## src/rtl/hwpf_stride_dir_pkg.sv

```systemverilog
// Shared types for the stride/direction prefetch engine: FSM states, CSR layouts and
// the signed address step helper.
package hwpf_stride_dir_pkg;

    localparam int unsigned NlineW    = 26;
    localparam int unsigned StrideW   = 16;
    localparam int unsigned NlinesW   = 8;
    localparam int unsigned NblocksW  = 16;
    localparam int unsigned NwaitW    = 16;
    localparam int unsigned InflightW = 8;
    localparam int unsigned TrigW     = 4;
    localparam int unsigned StatW     = 32;

    typedef enum logic [2:0] {
        StIdle,
        StArmed,
        StSend,
        StWait,
        StDone,
        StAbort
    } state_e;

    typedef struct packed {
        logic              enable;
        logic              rearm;
        logic              cycle;
        logic              desc;
        logic [NlineW-1:0] nline;
    } base_csr_t;

    typedef struct packed {
        logic [StrideW-1:0]  stride;
        logic [NlinesW-1:0]  nlines;
        logic [NblocksW-1:0] nblocks;
        logic [TrigW-1:0]    trig;
    } param_csr_t;

    typedef struct packed {
        logic [NwaitW-1:0]    nwait;
        logic [InflightW-1:0] ninflight;
    } thr_csr_t;

    // Two's-complement nline delta; callers add it modulo 2^NlineW.
    function automatic logic [NlineW-1:0] calc_step(input logic               desc,
                                                    input logic [StrideW-1:0] stride,
                                                    input logic               by_block);
        logic [NlineW-1:0] mag;
        mag = by_block ? (NlineW'(stride) + NlineW'(1)) : NlineW'(1);
        return desc ? (~mag + NlineW'(1)) : mag;
    endfunction

endpackage

```

## src/rtl/hwpf_stride_dir_cnt.sv

```systemverilog
// Saturating up/down in-flight counter with limit compare on the current and next count.
module hwpf_stride_dir_cnt #(
    parameter int unsigned W = 8
) (
    input  logic         clk_i,
    input  logic         rst_i,
    input  logic         inc_i,
    input  logic         dec_i,
    input  logic [W-1:0] limit_i,
    output logic [W-1:0] count_o,
    output logic         at_limit_o,
    output logic         at_limit_nxt_o
);

    logic [W-1:0] count_q, count_d;
    logic         dec_ok;

    always_comb begin
        count_d = count_q;
        dec_ok  = dec_i && (count_q != '0);
        if (inc_i && !dec_ok) begin
            if (count_q != '1) count_d = count_q + 1'b1;
        end else if (dec_ok && !inc_i) begin
            count_d = count_q - 1'b1;
        end
    end

    always_ff @(posedge clk_i) begin
        if (rst_i) count_q <= '0;
        else       count_q <= count_d;
    end

    // A zero limit means unlimited.
    assign at_limit_o     = (limit_i != '0) && (count_q >= limit_i);
    assign at_limit_nxt_o = (limit_i != '0) && (count_d >= limit_i);
    assign count_o        = count_q;

endmodule

```

## src/rtl/hwpf_stride_dir.sv

```systemverilog
// Linear stride prefetch engine with direction, trigger confirmation, in-flight throttling
// and an issued-request counter. One instance per stream.
module hwpf_stride_dir
    import hwpf_stride_dir_pkg::*;
#(
    parameter int unsigned NLINE_W    = NlineW,
    parameter int unsigned STRIDE_W   = StrideW,
    parameter int unsigned NLINES_W   = NlinesW,
    parameter int unsigned NBLOCKS_W  = NblocksW,
    parameter int unsigned NWAIT_W    = NwaitW,
    parameter int unsigned INFLIGHT_W = InflightW,
    parameter int unsigned TRIG_W     = TrigW,
    parameter int unsigned STAT_W     = StatW
) (
    input  logic                  clk_i,
    input  logic                  rst_i,
    input  logic                  base_set_i,
    input  logic                  base_enable_i,
    input  logic                  base_rearm_i,
    input  logic                  base_cycle_i,
    input  logic                  base_desc_i,
    input  logic [NLINE_W-1:0]    base_nline_i,
    input  logic                  param_set_i,
    input  logic [STRIDE_W-1:0]   param_stride_i,
    input  logic [NLINES_W-1:0]   param_nlines_i,
    input  logic [NBLOCKS_W-1:0]  param_nblocks_i,
    input  logic [TRIG_W-1:0]     param_trig_i,
    input  logic                  thr_set_i,
    input  logic [NWAIT_W-1:0]    thr_nwait_i,
    input  logic [INFLIGHT_W-1:0] thr_ninflight_i,
    output logic                  base_enable_o,
    output logic                  base_rearm_o,
    output logic                  base_cycle_o,
    output logic                  base_desc_o,
    output logic [NLINE_W-1:0]    base_nline_o,
    output logic                  busy_o,
    output logic [NLINE_W-1:0]    snoop_nline_o,
    input  logic                  snoop_match_i,
    output logic                  req_valid_o,
    input  logic                  req_ready_i,
    output logic [NLINE_W-1:0]    req_nline_o,
    input  logic                  rsp_valid_i,
    output logic [STAT_W-1:0]     stat_issued_o
);

    state_e                state_q, state_d;
    base_csr_t             csr_base_q, csr_base_d, sh_base_q, sh_base_d;
    param_csr_t            csr_param_q, csr_param_d, sh_param_q, sh_param_d;
    thr_csr_t              csr_thr_q, csr_thr_d, sh_thr_q, sh_thr_d;
    logic [TRIG_W-1:0]     trig_cnt_q, trig_cnt_d;
    logic [NWAIT_W-1:0]    nwait_cnt_q, nwait_cnt_d;
    logic [NBLOCKS_W-1:0]  blocks_left_q, blocks_left_d;
    logic [NLINES_W-1:0]   lines_left_q, lines_left_d;
    logic [NLINE_W-1:0]    req_nline_q, req_nline_d;
    logic [STAT_W-1:0]     stat_q, stat_d;

    logic [NLINE_W-1:0]    step_line, step_block, next_block;
    logic [TRIG_W:0]       trig_thresh, trig_next;
    logic [INFLIGHT_W-1:0] inflight;
    logic                  at_limit, at_limit_nxt, accept, enable, last;

    assign enable      = csr_base_q.enable;
    assign step_line   = calc_step(sh_base_q.desc, sh_param_q.stride, 1'b0);
    assign step_block  = calc_step(sh_base_q.desc, sh_param_q.stride, 1'b1);
    assign next_block  = sh_base_q.nline + step_block;
    assign trig_thresh = (sh_param_q.trig == '0) ? (TRIG_W + 1)'(1) : {1'b0, sh_param_q.trig};
    assign trig_next   = {1'b0, trig_cnt_q} + 1'b1;
    assign last        = (blocks_left_q == '0) && (lines_left_q == '0);

    hwpf_stride_dir_cnt #(
        .W (INFLIGHT_W)
    ) u_cnt (
        .clk_i          (clk_i),
        .rst_i          (rst_i),
        .inc_i          (accept),
        .dec_i          (rsp_valid_i),
        .limit_i        (sh_thr_q.ninflight),
        .count_o        (inflight),
        .at_limit_o     (at_limit),
        .at_limit_nxt_o (at_limit_nxt)
    );

    always_comb begin
        state_d       = state_q;
        csr_base_d    = csr_base_q;
        csr_param_d   = csr_param_q;
        csr_thr_d     = csr_thr_q;
        sh_base_d     = sh_base_q;
        sh_param_d    = sh_param_q;
        sh_thr_d      = sh_thr_q;
        trig_cnt_d    = trig_cnt_q;
        nwait_cnt_d   = nwait_cnt_q;
        blocks_left_d = blocks_left_q;
        lines_left_d  = lines_left_q;
        req_nline_d   = req_nline_q;
        stat_d        = stat_q;
        accept        = 1'b0;
        busy_o        = 1'b0;
        req_valid_o   = 1'b0;

        unique case (state_q)
            StIdle: begin
                if (enable) begin
                    if ((csr_param_q.nlines != '0) || (csr_param_q.nblocks != '0)) begin
                        sh_base_d  = csr_base_q;
                        sh_param_d = csr_param_q;
                        sh_thr_d   = csr_thr_q;
                        trig_cnt_d = '0;
                        state_d    = StArmed;
                    end else begin
                        csr_base_d.enable = 1'b0;
                    end
                end
            end
            StArmed: begin
                if (!enable) begin
                    state_d = StIdle;
                end else if (snoop_match_i) begin
                    trig_cnt_d = trig_cnt_q + 1'b1;
                    if (trig_next >= trig_thresh) begin
                        state_d = StSend;
                        if (sh_param_q.nlines == '0) begin
                            req_nline_d     = next_block;
                            sh_base_d.nline = next_block;
                            blocks_left_d   = (sh_param_q.nblocks == '0) ? '0
                                                                         : sh_param_q.nblocks - 1'b1;
                            lines_left_d    = '0;
                        end else begin
                            req_nline_d   = sh_base_q.nline + step_line;
                            blocks_left_d = sh_param_q.nblocks;
                            lines_left_d  = sh_param_q.nlines - 1'b1;
                        end
                    end
                end
            end
            StSend: begin
                busy_o      = 1'b1;
                req_valid_o = 1'b1;
                accept      = req_ready_i;
                if (!enable) begin
                    state_d = StAbort;
                end else if (req_ready_i) begin
                    // The final request leaves the addresses untouched so the written-back
                    // base is the start of the last block.
                    if (last) begin
                        state_d = StDone;
                    end else begin
                        if (lines_left_q == '0) begin
                            req_nline_d     = next_block;
                            sh_base_d.nline = next_block;
                            blocks_left_d   = (blocks_left_q == '0) ? '0 : blocks_left_q - 1'b1;
                            lines_left_d    = sh_param_q.nlines;
                        end else begin
                            req_nline_d  = req_nline_q + step_line;
                            lines_left_d = lines_left_q - 1'b1;
                        end
                        if (sh_thr_q.nwait != '0) begin
                            state_d     = StWait;
                            nwait_cnt_d = sh_thr_q.nwait;
                        end else if (at_limit_nxt) begin
                            state_d = StWait;
                        end
                    end
                end
            end
            StWait: begin
                busy_o = 1'b1;
                if (nwait_cnt_q != '0) nwait_cnt_d = nwait_cnt_q - 1'b1;
                if (!enable) begin
                    state_d = StAbort;
                end else if ((nwait_cnt_q == '0) && !at_limit) begin
                    state_d = StSend;
                end
            end
            StDone: begin
                busy_o = 1'b1;
                if (nwait_cnt_q != '0) nwait_cnt_d = nwait_cnt_q - 1'b1;
                if (!enable) begin
                    state_d = StAbort;
                end else if ((inflight == '0) && (nwait_cnt_q == '0)) begin
                    csr_base_d.nline = sh_base_q.nline;
                    if (sh_base_q.rearm) begin
                        state_d    = StArmed;
                        trig_cnt_d = '0;
                    end else begin
                        csr_base_d.enable = 1'b0;
                        state_d           = StIdle;
                    end
                    if (sh_base_q.cycle) sh_base_d.nline = csr_base_q.nline;
                end
            end
            StAbort: begin
                busy_o = 1'b1;
                if (inflight == '0) state_d = StIdle;
            end
            default: state_d = StIdle;
        endcase

        if (accept && (stat_q != '1)) stat_d = stat_q + 1'b1;

        // Software writes win over the engine's own write-back.
        if (base_set_i) begin
            csr_base_d = '{enable: base_enable_i, rearm: base_rearm_i, cycle: base_cycle_i,
                           desc: base_desc_i, nline: base_nline_i};
        end
        if (param_set_i) begin
            csr_param_d = '{stride: param_stride_i, nlines: param_nlines_i,
                            nblocks: param_nblocks_i, trig: param_trig_i};
            stat_d      = '0;
        end
        if (thr_set_i) begin
            csr_thr_d = '{nwait: thr_nwait_i, ninflight: thr_ninflight_i};
        end
    end

    always_ff @(posedge clk_i) begin
        if (rst_i) begin
            state_q       <= StIdle;
            csr_base_q    <= '0;
            csr_param_q   <= '0;
            csr_thr_q     <= '0;
            sh_base_q     <= '0;
            sh_param_q    <= '0;
            sh_thr_q      <= '0;
            trig_cnt_q    <= '0;
            nwait_cnt_q   <= '0;
            blocks_left_q <= '0;
            lines_left_q  <= '0;
            req_nline_q   <= '0;
            stat_q        <= '0;
        end else begin
            state_q       <= state_d;
            csr_base_q    <= csr_base_d;
            csr_param_q   <= csr_param_d;
            csr_thr_q     <= csr_thr_d;
            sh_base_q     <= sh_base_d;
            sh_param_q    <= sh_param_d;
            sh_thr_q      <= sh_thr_d;
            trig_cnt_q    <= trig_cnt_d;
            nwait_cnt_q   <= nwait_cnt_d;
            blocks_left_q <= blocks_left_d;
            lines_left_q  <= lines_left_d;
            req_nline_q   <= req_nline_d;
            stat_q        <= stat_d;
        end
    end

    assign base_enable_o = csr_base_q.enable;
    assign base_rearm_o  = csr_base_q.rearm;
    assign base_cycle_o  = csr_base_q.cycle;
    assign base_desc_o   = csr_base_q.desc;
    assign base_nline_o  = csr_base_q.nline;
    assign snoop_nline_o = sh_base_q.nline;
    assign req_nline_o   = req_nline_q;
    assign stat_issued_o = stat_q;

endmodule

```

## config.mk

```make
export PLATFORM = sky130hd
export DESIGN_NAME = hwpf_stride_dir
export DESIGN_NICKNAME = d
export VERILOG_FILES = /design/src/rtl/hwpf_stride_dir_pkg.sv /design/src/rtl/hwpf_stride_dir_cnt.sv /design/src/rtl/hwpf_stride_dir.sv
export SDC_FILE = /design/constraint.sdc
export NUM_CORES = 1
export LEC_CHECK = 0
export ABC_CLOCK_PERIOD_IN_PS = 14400
export BUFFER_PORTS_ARGS = -buffer_cell sky130_fd_sc_hd__clkbuf_2
export CORE_MARGIN = 8
export CORE_UTILIZATION = 60
export DETAILED_ROUTE_END_ITERATION = 7
export PLACE_DENSITY = 0.8
export SLEW_MARGIN = 10
export SYNTH_ARGS = -nofsm -noshare
export SYNTH_HDL_FRONTEND = slang
export SYNTH_SLANG_ARGS = --single-unit
```

## constraint.sdc

```tcl
create_clock -name clk_i -period 14.4 [get_ports clk_i]
set_input_delay 1.44 -clock clk_i [delete_from_list [all_inputs] [get_ports clk_i]]
set_output_delay 1.44 -clock clk_i [all_outputs]
set_load 0.05 [all_outputs]
```

==> results.yml <==
synthesis:
  netlist_instances: 2550
  synth_edf_count: 0
  synth_nets: 2763
  ys_seq_area_share_pct: 31.3
  synth_warnings: 0
  synth-seq-cells: 308
  ys_async_sr_fraction_pct: 0
  ys_types: 97
  syn_area_per_cell_sq_um: 7.72
  synthFlopType: "dfxtp_1"
  syn-cell-area_sq_um: 19700
critical_path:
  crit_chain: "ha_1 -> nand3_1 -> nor2_1 -> nand4_1 -> a2111oi_1 -> nand4b_1 -> nor3_1 -> nor2_1 -> ha_1 -> a21o_1 -> a31oi_1 -> nand2_1 -> or2_2 -> o211ai_1 -> a21oi_1 -> xnor2_1 -> a2111o_1 -> a21oi_1"
  critPathSlowestCell: "a2111oi_1"
  cp_slowest_stage_delay_ps: 650
  cp-end-kind: "flop"
  ff2ff_setup_slack_ps: 9060
  required_ps: 14860
  critical_path_peak_fanout: 9
  critPathKind: "flop to flop"
  cp-start-kind: "flop"
  arrival_ps: 5800
sta:
  setup_tns_ps: 0
  final-setup-viol-count: 0
  worst_pin_slew_ps: 1280
  post-route-min-period_ps: 5340
  finalHoldViolations: 0
  slew_viol_final: 0
  rsz0062_at_grt: "no"
  fin_skew_ps: 34.4
  maxSlewHeadroom_pct: 14.2
  fin_crit_sh_pct: 37.1
  clock.fmax_ghz: 0.187
grt:
  grt_max_degree: 100
  grt_antenna_before_repair: 3
  grt_pass1_vias: 18028
  gr-total-overflow: 0
  grt_pass1_wl_mm: 92.7
  grt_use_total_pct: 28.4
place:
  place.gp.congestion: 0.977
  dpl.hpwl_mm: 42.2
  portBuffers: 221
floorplanning:
  die_y_um: 197
  rows: 66
  fp.dieW_um: 197
  die-area_sq_um: 38800
  start_util_pct: 60.6
  core_region_area_sq_um: 32500
  io_pins: 222
drt:
  drt_iter0_drc: 1585
  wirelength_mm: 57.9
  dr.pass1.iters: 7
  vias_per_cell: 6.20
  ant_nets: 0
  num_vias: 19428
  wire_per_inst_um: 18.4
  drc: 0
power:
  power_switching_mw: 1.15
  leakage_nw: 9.23
  p_clk_share_pct: 31.8
  power_mw: 2.98
  p_int_mw: 1.83
  combPwrFrac_pct: 33.6
  p_per_area_nw_per_um2: 135
  sequentialPowerShare_pct: 34.7
  swShare_pct: 38.6
  ir_worst_vdd_uv: 129
job:
  max_cap_violations: 0
clock_tree:
  htreeDepth: 2
  clkLatencyLatePin_ps: 550
  cts_hold_buffers: 0
  cts_tree: "done"
  cts_buffers: 36
  clk_pin_slew_ps: 60
  cts.path.max_buffers: 3
  cts_setup_buffers: 0
  cts_resized: 0
  cts.sinks: 308
  cts_root_buf: "clkbuf_16"
layout:
  layout.nets: 2878
  layout-drive-gt1-share_pct: 13.5
  n_fill_cell: 2818
  final_common_cell: "nand2_1"
  mostFrequentLayoutCells: "nand2_1, dfxtp_1, nor2_1, a21oi_1, clkbuf_2"
  area_delta_synth_final_pct: 11.8
hold_path:
  hold_path_class: "flop to flop"
outcome:
  outcome: "complete, no violations"
final timing paths:
check	start	to	cells after the start
worst max-delay path	sh_param_q[28]	snoop_nline_o[25]	18
worst min-delay path	csr_thr_q[0]	sh_thr_q[0]	2
worst max register to register	sh_param_q[28]	snoop_nline_o[25]	18
worst min register to register	csr_thr_q[0]	sh_thr_q[0]	2
state kept, by name, summed over array words and instances, names as in the netlist, 24 cells and up:
name,flops
csr_thr_q,24
csr_param_q,44
sh_thr_q,24
stat_issued_o,32
req_nline_o,26
snoop_nline_o,26
sh_param_q,44
base_nline_o,26
critical path: cells and delay by family, from the launching register on:
kind,cells,cell delay (ps)
xor+xnor,1,160
flops,1,460
compound gates,7,2010
simple gates,8,1890
fa+ha+maj,2,750
synthesized netlist by cell type (all sizes together) (23+ instances only):
cell | instances | area [sq um]
a211oi | 44 | 365
nor2 | 305 | 1160
or3 | 25 | 156
mux2i | 82 | 821
xnor2 | 85 | 744
buf | 58 | 377
o21ai | 123 | 616
a22oi | 23 | 173
ha | 104 | 1300
a31oi | 27 | 169
a21o | 58 | 435
nor3 | 54 | 297
o211ai | 27 | 203
nand3 | 69 | 368
dfxtp | 308 | 6170
nor4 | 32 | 234
nand4 | 23 | 156
inv | 54 | 203
a21oi | 239 | 1200
nand2 | 383 | 1440
xor2 | 47 | 419
clkbuf | 105 | 394
power by group through the flow:
stage,sequential [mW],combinational (mW),clock [mW]
floorplan,1.02,0.758,0
global placement,1.04,0.941,0
detailed placement,1.04,0.966,0
CTS,1.02,0.976,0.952
global route,1.04,1.09,0.991
finish,1.03,0.999,0.945
stage by stage:
stage	cell area [sq um]	setup slack, ps	instances	util [%]	hold slack [ps]
5_1_grt	22000	8560	3136	67.8	474
3_3_place_gp	20700	9270	3068	63.9	434
6_report	22000	9060	3136	67.8	451
3_5_place_dp	20700	9110	3068	63.9	449
4_1_cts	22000	9080	3133	67.7	458
2_1_floorplan	19700	9730	2550	-	431
logic make-up after synthesis:
family,Yosys count,synth area share (%)
compound gates,689,22.8
xor+xnor,132,5.91
fa+ha+maj,107,6.92
buf+inv,217,4.95
flops,308,31.3
mux,83,4.23
simple gates,1014,23.9
metal layers:
layer	up-vias	track usage, %	share of wire [%]
met5	-	0	0.017
met4	2	8.69	2.7
met3	117	3.92	8.4
met2	803	45.3	45
met1	9140	39.3	44
li1	9366	-	-
cell type report:
class,instances,area (sq um),share of cell area [%]
diodes,2,5.00,0.0228
clock buffers,50,1000,4.57
well taps,442,553,2.51
flip-flops and latches,308,6170,28.0
inverters,54,203,0.921
repair buffers,240,1280,5.81
clock inverters,15,226,1.03
multi-input cells,2025,12600,57.1
Power figures use the tool's default switching activity.
